<file path="src/rtl/async_fifo_pkg.sv">
// rtl/async_fifo_pkg.sv - shared async FIFO sizing defaults and Gray/binary helpers
package async_fifo_pkg;

    localparam int ADDRSIZE = 4;
    localparam int POPW     = 2;
    localparam int PTRW     = ADDRSIZE + 1;

    function automatic logic [PTRW-1:0] bin2gray(input logic [PTRW-1:0] b);
        return (b >> 1) ^ b;
    endfunction

    function automatic logic [PTRW-1:0] gray2bin(input logic [PTRW-1:0] g);
        logic [PTRW-1:0] b;
        b[PTRW-1] = g[PTRW-1];
        for (int i = PTRW - 2; i >= 0; i--) begin
            b[i] = b[i+1] ^ g[i];
        end
        return b;
    endfunction

endpackage

</file>
<file path="src/rtl/rptr_empty_lvl_if.sv">
// rtl/rptr_empty_lvl_if.sv - read-side pointer/flag bundle between consumer, synchronizer and pointer block
interface rptr_empty_lvl_if #(
    parameter int ADDRSIZE = async_fifo_pkg::ADDRSIZE,
    parameter int POPW     = async_fifo_pkg::POPW
);
    logic                rinc;
    logic [POPW-1:0]     rnum;
    logic [ADDRSIZE:0]   rae_thresh;
    logic                rerr_clr;
    logic [ADDRSIZE:0]   rq2_wptr;
    logic [POPW-1:0]     rgrant;
    logic [ADDRSIZE-1:0] raddr;
    logic [ADDRSIZE:0]   rptr;
    logic                rempty;
    logic                ralmost_empty;
    logic [ADDRSIZE:0]   rlevel;
    logic                rerr_under;

    modport master (
        output rinc, rnum, rae_thresh, rerr_clr, rq2_wptr,
        input  rgrant, raddr, rptr, rempty, ralmost_empty, rlevel, rerr_under
    );

    modport slave (
        input  rinc, rnum, rae_thresh, rerr_clr, rq2_wptr,
        output rgrant, raddr, rptr, rempty, ralmost_empty, rlevel, rerr_under
    );
endinterface

</file>
<file path="src/rtl/gray2bin_comb.sv">
// rtl/gray2bin_comb.sv - combinational Gray-to-binary converter (XOR prefix from the MSB)
module gray2bin_comb #(
    parameter int W = async_fifo_pkg::PTRW
) (
    input  logic [W-1:0] gray,
    output logic [W-1:0] bin
);

    for (genvar i = 0; i < W; i++) begin : g_bit
        assign bin[i] = ^gray[W-1:i];
    end

endmodule

</file>
<file path="src/rtl/rptr_empty_lvl.sv">
// rtl/rptr_empty_lvl.sv - read pointer with variable pop count, exact level and registered empty/almost-empty/underflow flags
module rptr_empty_lvl #(
    parameter int ADDRSIZE = async_fifo_pkg::ADDRSIZE,
    parameter int POPW     = async_fifo_pkg::POPW
) (
    input  logic            rclk,
    input  logic            rrst,
    rptr_empty_lvl_if.slave bus
);

    localparam int PW = ADDRSIZE + 1;
    localparam logic [PW-1:0] DEPTH = {1'b1, {ADDRSIZE{1'b0}}};

    logic [PW-1:0]   rbin;
    logic [PW-1:0]   rwbin;
    logic [PW-1:0]   lvl_now;
    logic [POPW-1:0] req;
    logic [PW-1:0]   req_ext;
    logic [POPW-1:0] grant;
    logic [PW-1:0]   rbinnext;
    logic [PW-1:0]   rgraynext;
    logic [PW-1:0]   lvl_next;
    logic            under;

    logic [PW-1:0]   rptr_q;
    logic            rempty_q;
    logic            ralmost_empty_q;
    logic [PW-1:0]   rlevel_q;
    logic            rerr_under_q;

    gray2bin_comb #(.W(PW)) u_wptr_g2b (
        .gray (bus.rq2_wptr),
        .bin  (rwbin)
    );

    assign lvl_now = rwbin - rbin;
    assign req     = bus.rinc ? bus.rnum : '0;
    assign req_ext = PW'(req);

    // Partial grant: when fewer words are visible than requested, hand out what is there.
    assign grant     = (req_ext <= lvl_now) ? req : lvl_now[POPW-1:0];
    assign under     = bus.rinc && (PW'(bus.rnum) > lvl_now);
    assign rbinnext  = rbin + PW'(grant);
    assign rgraynext = (rbinnext >> 1) ^ rbinnext;
    assign lvl_next  = rwbin - rbinnext;

    always_ff @(posedge rclk or posedge rrst) begin
        if (rrst) begin
            rbin            <= '0;
            rptr_q          <= '0;
            rempty_q        <= 1'b1;
            ralmost_empty_q <= 1'b1;
            rlevel_q        <= '0;
            rerr_under_q    <= 1'b0;
        end else begin
            rbin            <= rbinnext;
            rptr_q          <= rgraynext;
            rempty_q        <= (rgraynext == bus.rq2_wptr);
            rlevel_q        <= lvl_next;
            ralmost_empty_q <= (lvl_next <= bus.rae_thresh);
            // Set has priority over clear so a same-cycle underflow is never lost.
            if (under) begin
                rerr_under_q <= 1'b1;
            end else if (bus.rerr_clr) begin
                rerr_under_q <= 1'b0;
            end
        end
    end

    assign bus.rgrant        = grant;
    assign bus.raddr         = rbin[ADDRSIZE-1:0];
    assign bus.rptr          = rptr_q;
    assign bus.rempty        = rempty_q;
    assign bus.ralmost_empty = ralmost_empty_q;
    assign bus.rlevel        = rlevel_q;
    assign bus.rerr_under    = rerr_under_q;

    // More than DEPTH words visible means the synchronized write pointer is corrupt.
    a_level_legal : assert property (@(posedge rclk) disable iff (rrst) lvl_now <= DEPTH);

endmodule

</file>
<file path="src/flat_wrapper.sv">
// flat-port wrapper written by rule: the top's interface ports become plain ports
module rptr_empty_lvl_flat 
#(
    parameter int ADDRSIZE = async_fifo_pkg::ADDRSIZE,
    parameter int POPW     = async_fifo_pkg::POPW
)
  (rclk, rrst, bus_rinc, bus_rnum, bus_rae_thresh, bus_rerr_clr, bus_rq2_wptr, bus_rgrant, bus_raddr, bus_rptr, bus_rempty, bus_ralmost_empty, bus_rlevel, bus_rerr_under);
  rptr_empty_lvl_if #(.ADDRSIZE(ADDRSIZE), .POPW(POPW)) bus_i ();
  input  logic rclk;
  input  logic rrst;
  input wire logic [$bits(bus_i.rinc)-1:0] bus_rinc;
  input wire logic [$bits(bus_i.rnum)-1:0] bus_rnum;
  input wire logic [$bits(bus_i.rae_thresh)-1:0] bus_rae_thresh;
  input wire logic [$bits(bus_i.rerr_clr)-1:0] bus_rerr_clr;
  input wire logic [$bits(bus_i.rq2_wptr)-1:0] bus_rq2_wptr;
  output wire logic [$bits(bus_i.rgrant)-1:0] bus_rgrant;
  output wire logic [$bits(bus_i.raddr)-1:0] bus_raddr;
  output wire logic [$bits(bus_i.rptr)-1:0] bus_rptr;
  output wire logic [$bits(bus_i.rempty)-1:0] bus_rempty;
  output wire logic [$bits(bus_i.ralmost_empty)-1:0] bus_ralmost_empty;
  output wire logic [$bits(bus_i.rlevel)-1:0] bus_rlevel;
  output wire logic [$bits(bus_i.rerr_under)-1:0] bus_rerr_under;
  assign bus_i.rinc = bus_rinc;
  assign bus_i.rnum = bus_rnum;
  assign bus_i.rae_thresh = bus_rae_thresh;
  assign bus_i.rerr_clr = bus_rerr_clr;
  assign bus_i.rq2_wptr = bus_rq2_wptr;
  assign bus_rgrant = bus_i.rgrant;
  assign bus_raddr = bus_i.raddr;
  assign bus_rptr = bus_i.rptr;
  assign bus_rempty = bus_i.rempty;
  assign bus_ralmost_empty = bus_i.ralmost_empty;
  assign bus_rlevel = bus_i.rlevel;
  assign bus_rerr_under = bus_i.rerr_under;
  rptr_empty_lvl #(.ADDRSIZE(ADDRSIZE), .POPW(POPW)) u_core (.rclk(rclk), .rrst(rrst), .bus(bus_i));
endmodule
</file>
<file path="config.mk">
export PLATFORM = sky130hd
export DESIGN_NAME = rptr_empty_lvl_flat
export DESIGN_NICKNAME = d
export VERILOG_FILES = /design/src/rtl/async_fifo_pkg.sv /design/src/rtl/rptr_empty_lvl_if.sv /design/src/rtl/gray2bin_comb.sv /design/src/rtl/rptr_empty_lvl.sv /design/src/flat_wrapper.sv
export SDC_FILE = /design/constraint.sdc
export NUM_CORES = 1
export LEC_CHECK = 0
export ABC_AREA = 1
export CAP_MARGIN = 20
export CORE_MARGIN = 1.5
export CORE_UTILIZATION = 51
export DETAILED_ROUTE_END_ITERATION = 10
export PLACE_DENSITY = 0.81
export SLEW_MARGIN = 10
export SYNTH_ARGS = -nofsm -noshare
export SYNTH_HDL_FRONTEND = slang
export SYNTH_HIERARCHICAL = 1
export SYNTH_SLANG_ARGS = --single-unit
</file>
<file path="constraint.sdc">
create_clock -name rclk -period 4.58 [get_ports rclk]
set_input_delay 0.458 -clock rclk [delete_from_list [all_inputs] [get_ports rclk]]
set_output_delay 0.458 -clock rclk [all_outputs]
set_load 0.005 [all_outputs]
</file>
==> run metrics, run 1 <==
drt pass-1 iters 4; Sequential Area 428 sq um; Lkg Pwr roughly 0.0014 uW; CP Data Arrival Time roughly 5.1 ns; final setup TNS -0.250 ns; Die H a little under 60 um; first-pass GRT wire length between 6 and 7 mm; HPWL Detailed about 3 mm; Placed Instances 315; register area share after synthesis 0.271; switching share of power 0.465; failing checks negative setup slack; clk buf depth 2; P&R area growth vs syn 64.4%; syn_nets 247; cells after synthesis between 200 and 250; P_sw 1020 uW; fin worst setup slack -0.250 ns; Flop pwr share 0.133; H-tree depth 1; Worst-Margin Slew slightly above 0.7 ns; syn_area_per_cell roughly 7.5 sq um; total number of vias about 1.8k; Crit Path Max Fanout 4; Period minus WS final ~4.8 ns; number of fill cells between 100 and 150; ANT nets after route 0; Skew-Pair Late Insertion Delay 0.30 ns; slowest stage delay, CP 0.60 ns; Netlist cell types 28; Root Buffer clkbuf_4; Place WS -0.867 ns; fin. max-slew vios 0; Setup crit end kind register; grt total ovfl 0; Rel. slew slack 0.526; Worst Path Required between 4 and 5 ns; # IOs 35; via/cell ratio between 5 and 6; die area 3430 sq um; Power Internal 1170 uW; largest net degree at the start of global routing 18; RSZ-0062 raised after global routing true; initial antenna violation count 0; Finished Cell Area 2590 sq um; most frequent cell on the critical path inv_2; nets roughly 340; Num CTS Buffers 3; DRC violations left 0; yosys warns 6; WL final 5.62 mm; gr usage total 0.263; Setup CP Type in2reg; clock power share 0.040; Core Area approximately 2900 sq um; global placement routability congestion about 0.83; Peak VDD IR 0.000534 V; worst-case clock skew roughly 0.0057 ns; Rows 19; Final Util 0.909; Clk pin slew, worst setup/hold paths between 0.1 and 0.15 ns; input/output buffers 34; Area after DPL 2270 sq um; Hold Fails Final Rpt 0; Syn Std Cell Area roughly 1600 sq um; fin crit share 1.05; Comb pwr share 0.827; CTS tree done; # diodes 0; Iteration-0 DRC Markers ~110; f_max 207 MHz; setup violators final 1; Initial Util 0.553; power density cells about 840 nW/um^2; crit start category input port; die width slightly below 60 um; WL/cell about 17 um; Finished Layout Cells 330; Multi-input gate area approximately 1100 sq um; CP max stage cell fa_2; vias in the first global route 1592; status complete, but fails checks; CTS sink cnt 17; MaxCap Viol Count 0; Synth Register Bits 17; share of layout cells above drive strength 1 0.418; min-delay worst type reg2reg
-- critical path: cells and delay by family --
family	cells	cell delay, ns
AO/OA/AOI/OAI	5	0.55
buffers and inverters	8	0.52
adder cells (fa/ha/maj)	7	2.36
AND/OR/NAND/NOR	11	1.17
-- worst paths after layout --
check,startpoint,endpoint,slack (ns),cells past startpoint
worst max-delay path,bus_rq2_wptr[3],u_core/bus.ralmost_empty$_DFF_PP1_,-0.25,31
max in group asynchronous,rrst,u_core/bus.rptr[2]$_DFF_PP0_,3.57,2
worst min-delay path,u_core/bus.rerr_under$_DFFE_PP0P_,u_core/bus.rerr_under$_DFFE_PP0P_,0.50,2
min in group asynchronous,rrst,u_core/bus.rlevel[1]$_DFF_PP0_,0.56,2
worst min register to register,u_core/bus.rerr_under$_DFFE_PP0P_,u_core/bus.rerr_under$_DFFE_PP0P_,0.50,2
worst max register to register,u_core/rbin[0]$_DFF_PP0_,u_core/bus.ralmost_empty$_DFF_PP1_,0.01,23
-- cells in the final DEF, fill, tap and decap left out, types with 3 or more instances in the layout --
cell	netlist	layout
nand3_1	21	15
a21oi_1	5	4
nand3b_1	4	4
ha_4	0	4
o21bai_1	3	3
buf_6	1	4
buf_4	1	51
nor2_1	6	5
nand2_4	2	4
xnor2_1	4	4
ha_1	18	13
clkbuf_4	0	3
nand2_1	53	42
nand2_2	8	16
dfrtp_1	15	15
inv_1	42	31
nand3_2	5	10
o21ai_0	5	3
inv_2	1	9
clkdlybuf4s50_1	0	29
-- power by group through the flow --
stage               sequential [uW]  combinational, uW  clock, uW
finish                          290               1810       88.0
floorplan                       287                784          0
detailed placement              287               1410          0
global placement                286               1360          0
global route                    295               1930       96.4
CTS                             286               1490       86.6
-- timing repair --
action	in CTS	in global routing
hold buffers	0	0
resized for setup	31	52
setup endpoints to repair	3	2
pin swaps	14	23
endpoints found under the hold margin	0	0
setup buffers	4	7
-- per-stage QoR --
stage          hold WS [ns]  power (uW)
2_1_floorplan         0.383        1070
3_3_place_gp          0.471        1640
3_5_place_dp          0.482        1700
4_1_cts               0.508        1860
5_1_grt               0.534        2320
6_report              0.504        2180
-- flip-flops by register name, indices dropped and copies added, names as in the netlist --
signal                    flops
u_core/bus.rempty             1
u_core/bus.rlevel             5
u_core/bus.rerr_under         1
u_core/bus.rptr               4
u_core/bus.ralmost_empty      1
u_core/rbin                   5
-- metal layers --
layer | track usage | routed length [um] | vias up
met1 | 0.310 | 2120 | 876
li1 | - | - | 845
met4 | 0.114 | 201 | 0
met5 | 0 | 0 | -
met3 | 0.0308 | 290 | 22
met2 | 0.480 | 3010 | 88
-- final cells by class --
cell class	count	area share
Sequential cell	17	0.165
Inverter	44	0.0763
Tap cell	31	0.0150
Multi-Input combinational cell	147	0.435
Clock buffer	3	0.00869
Clock inverter	1	0.00193
Timing Repair Buffer	87	0.298
-- synthesized netlist by cell type --
library cell  count  area share
inv_2             1      0.0024
xnor2_1           4       0.022
fa_1              3       0.038
a21o_2            1      0.0056
nand3_4           1       0.011
nand3_1          21       0.067
buf_6             1      0.0071
nand2_4           2       0.014
dfrtp_1          15        0.24
nand3_2           5       0.032
nor2_2            2      0.0079
ha_1             18        0.14
nand2_1          53        0.13
o21ai_0           5       0.016
nor2_4            1      0.0071
nand3b_1          4       0.019
inv_1            42        0.10
xor2_1            2       0.011
o21bai_1          3       0.014
o22ai_1           1      0.0040
nand4_1           1      0.0040
nand2_2           8       0.032
a21o_1            1      0.0048
inv_6             1      0.0056
dfstp_2           2       0.033
buf_4             1      0.0048
nor2_1            6       0.014
a21oi_1           5       0.016
-- logic make-up (layout without fill, tap and decap cells) --
kind of cell / Yosys count / in the layout / synth area share
adders and majority gates: 21 / 21 / 0.181
buffers and inverters: 46 / 135 / 0.120
and+or+nand+nor: 104 / 104 / 0.334
AOI/OAI and AO/OA: 16 / 16 / 0.0603
xor gates and xnor gates: 6 / 6 / 0.0333
DFF: 17 / 17 / 0.271
No activity file was read; power rests on OpenSTA's default activity.
==> inputs of run 2 (changes only) <==
--- a/config.mk
+++ b/config.mk
@@ -9,8 +9,10 @@
 export CAP_MARGIN = 20
 export CORE_MARGIN = 1.5
 export CORE_UTILIZATION = 51
+export CTS_CLUSTER_DIAMETER = 200
 export DETAILED_ROUTE_END_ITERATION = 10
 export PLACE_DENSITY = 0.81
+export SKIP_CTS_REPAIR_TIMING = 1
 export SLEW_MARGIN = 10
 export SYNTH_ARGS = -nofsm -noshare
 export SYNTH_HDL_FRONTEND = slang
==> run 2 against run 1 <==
Against the previous run: the run still ends with negative setup slack left; combinational power decreased by 7%; die area unchanged; utilization down 1.8 points; worst setup slack gained 0.046 ns; non-clock buffer count is 5 lower; register-to-register slack gained 0.02 ns; power down 5.9%; critical path type unchanged; highest routed layer unchanged.
==> run metrics, run 2 (synthesized netlist as in run 1, its figures left out) <==
Peak VDD IR about 0.00056 V; CTS tree done; fin. max-slew vios 0; die width 58.6 um; Finished Cell Area ~2500 sq um; CP delay by family, top adder cells; Worst Path Required approximately 4.8 ns; die area between 3000 and 4000 sq um; setup slack, reg-to-reg around 0.030 ns; grt total ovfl 0; failing checks negative setup slack; total power around 2000 uW; initial antenna violation count 0; gr usage total 0.225; Setup crit end kind register; min-delay worst type reg2reg; largest net degree at the start of global routing 18; share of layout cells above drive strength 1 0.401; clk buf depth 2; most common cell after layout, fill and taps aside buf_4; Lkg Pwr ~0.0013 uW; vias in the first global route 1445; total number of vias 1734; fin crit share 1.04; setup violators final 1; Final Util 0.890; Num CTS Buffers 3; Crit Path Max Fanout 4; FF-to-FF Start u_core/rbin[0]$_DFF_PP0_; Rows 19; CP Depth 32; Root Buffer clkbuf_4; f_max about 210 MHz; CP bufs+invs 10; Period minus WS final 4.78 ns; worst hold path cell count 2; Area after DPL between 2000 and 2500 sq um; RR Endpoint u_core/bus.ralmost_empty$_DFF_PP1_; Hold EP u_core/bus.rerr_under$_DFFE_PP0P_; worst-case clock skew ~0.0022 ns; Rel. slew slack 0.539; via/cell ratio between 5 and 6; input/output buffers 34; # IOs 35; Iteration-0 DRC Markers 120; H-tree depth 1; MaxCap Viol Count 0; Skew-Pair Late Insertion Delay approximately 0.31 ns; fin worst setup slack -0.203 ns; crit start category input port; Worst Hold Launch u_core/bus.rerr_under$_DFFE_PP0P_; Clk pin slew, worst setup/hold paths 0.11 ns; nets around 330; P&R area growth vs syn 61.1%; RSZ-0062 raised after global routing true; Register-to-Register Path Depth 23; slowest stage delay, CP 0.54 ns; # diodes 0; CP Data Arrival Time between 5 and 6 ns; DRC violations left 0; Die H a little under 60 um; status complete, but fails checks; Initial Util 0.553; HPWL Detailed 2.97 mm; most frequent cell on the critical path inv_2; global placement routability congestion roughly 0.83; commonest cells after routing, fill and taps aside buf_4, nand2_1, clkdlybuf4s50_1, inv_1, nand3_1; power density cells about 810 nW/um^2; WL final 4.96 mm; Hold Fails Final Rpt 0; CTS sink cnt 17; Worst-Margin Slew just under 0.7 ns; CP max stage cell fa_1; ANT nets after route 0; number of fill cells 140; Core Area roughly 2900 sq um; drt pass-1 iters 4; Setup CP Type in2reg; WL/cell 15.3 um; first-pass GRT wire length about 5.8 mm
==> run 2: how the worst max path moves through the flow <==
stage	start	to	slack, ns
2_1_floorplan	bus_rq2_wptr[3]	u_core/bus.ralmost_empty$_DFF_PP1_	-0.1
3_3_place_gp	bus_rq2_wptr[4]	u_core/bus.ralmost_empty$_DFF_PP1_	-0.70
3_5_place_dp	bus_rq2_wptr[4]	u_core/bus.ralmost_empty$_DFF_PP1_	-0.87
4_1_cts	bus_rq2_wptr[3]	u_core/bus.ralmost_empty$_DFF_PP1_	-0.56
5_1_grt	bus_rq2_wptr[4]	u_core/bus.ralmost_empty$_DFF_PP1_	-0.38
6_report	bus_rq2_wptr[1]	u_core/bus.ralmost_empty$_DFF_PP1_	-0.20
==> run 2: final cells by class <==
cell class                      count  area, sq um  share of cell area
Sequential cell                    17          428               0.168
Timing Repair Buffer               82          736               0.290
Clock buffer                        3         22.5             0.00887
Tap cell                           31         38.8              0.0153
Clock inverter                      1         5.00             0.00197
Multi-Input combinational cell    147         1110               0.439
Inverter                           44          195              0.0768
==> run 2: metal layers <==
metal	up-vias	track usage	part of all wire
met4	0	0.101	0.030
li1	834	-	-
met3	17	0.0374	0.046
met1	818	0.277	0.38
met5	-	0	0
met2	65	0.385	0.54
==> run 2: per-stage QoR <==
step | setup TNS [ns] | worst slack [ns] | std cells | hold WS [ns]
after global routing | -0.379 | -0.379 | 325 | 0.534
after detailed placement | -2.79 | -0.867 | 315 | 0.482
after global placement | -1.53 | -0.704 | 315 | 0.471
after CTS | -0.730 | -0.556 | 319 | 0.508
final | -0.203 | -0.203 | 325 | 0.505
after floorplan | -0.0986 | -0.0986 | 210 | 0.383
==> run 2: worst register-to-register path, cell delays in order (launching register included) <==
cell and delay, ns:
dfrtp_1 0.47, ha_4 0.17, inv_2 0.04, fa_1 0.54, inv_2 0.06, ha_4 0.26
a21oi_2 0.05, a21oi_1 0.11, nand3_1 0.15, nor2_4 0.17, buf_4 0.16, nand2_1 0.07
o21ai_1 0.16, fa_2 0.53, buf_6 0.15, ha_1 0.26, inv_1 0.03, o21bai_1 0.15
o21bai_1 0.09, xnor2_1 0.28, ha_1 0.31, nand2_2 0.10, nor2_2 0.04, o22ai_1 0.13
==> run 2: power breakdown <==
group	switching [uW]	internal, uW	total [uW]
Clock	55.7	32.6	88.3
Sequential	49.9	238	288
Combinational	828	849	1680
Total	934	1120	2050
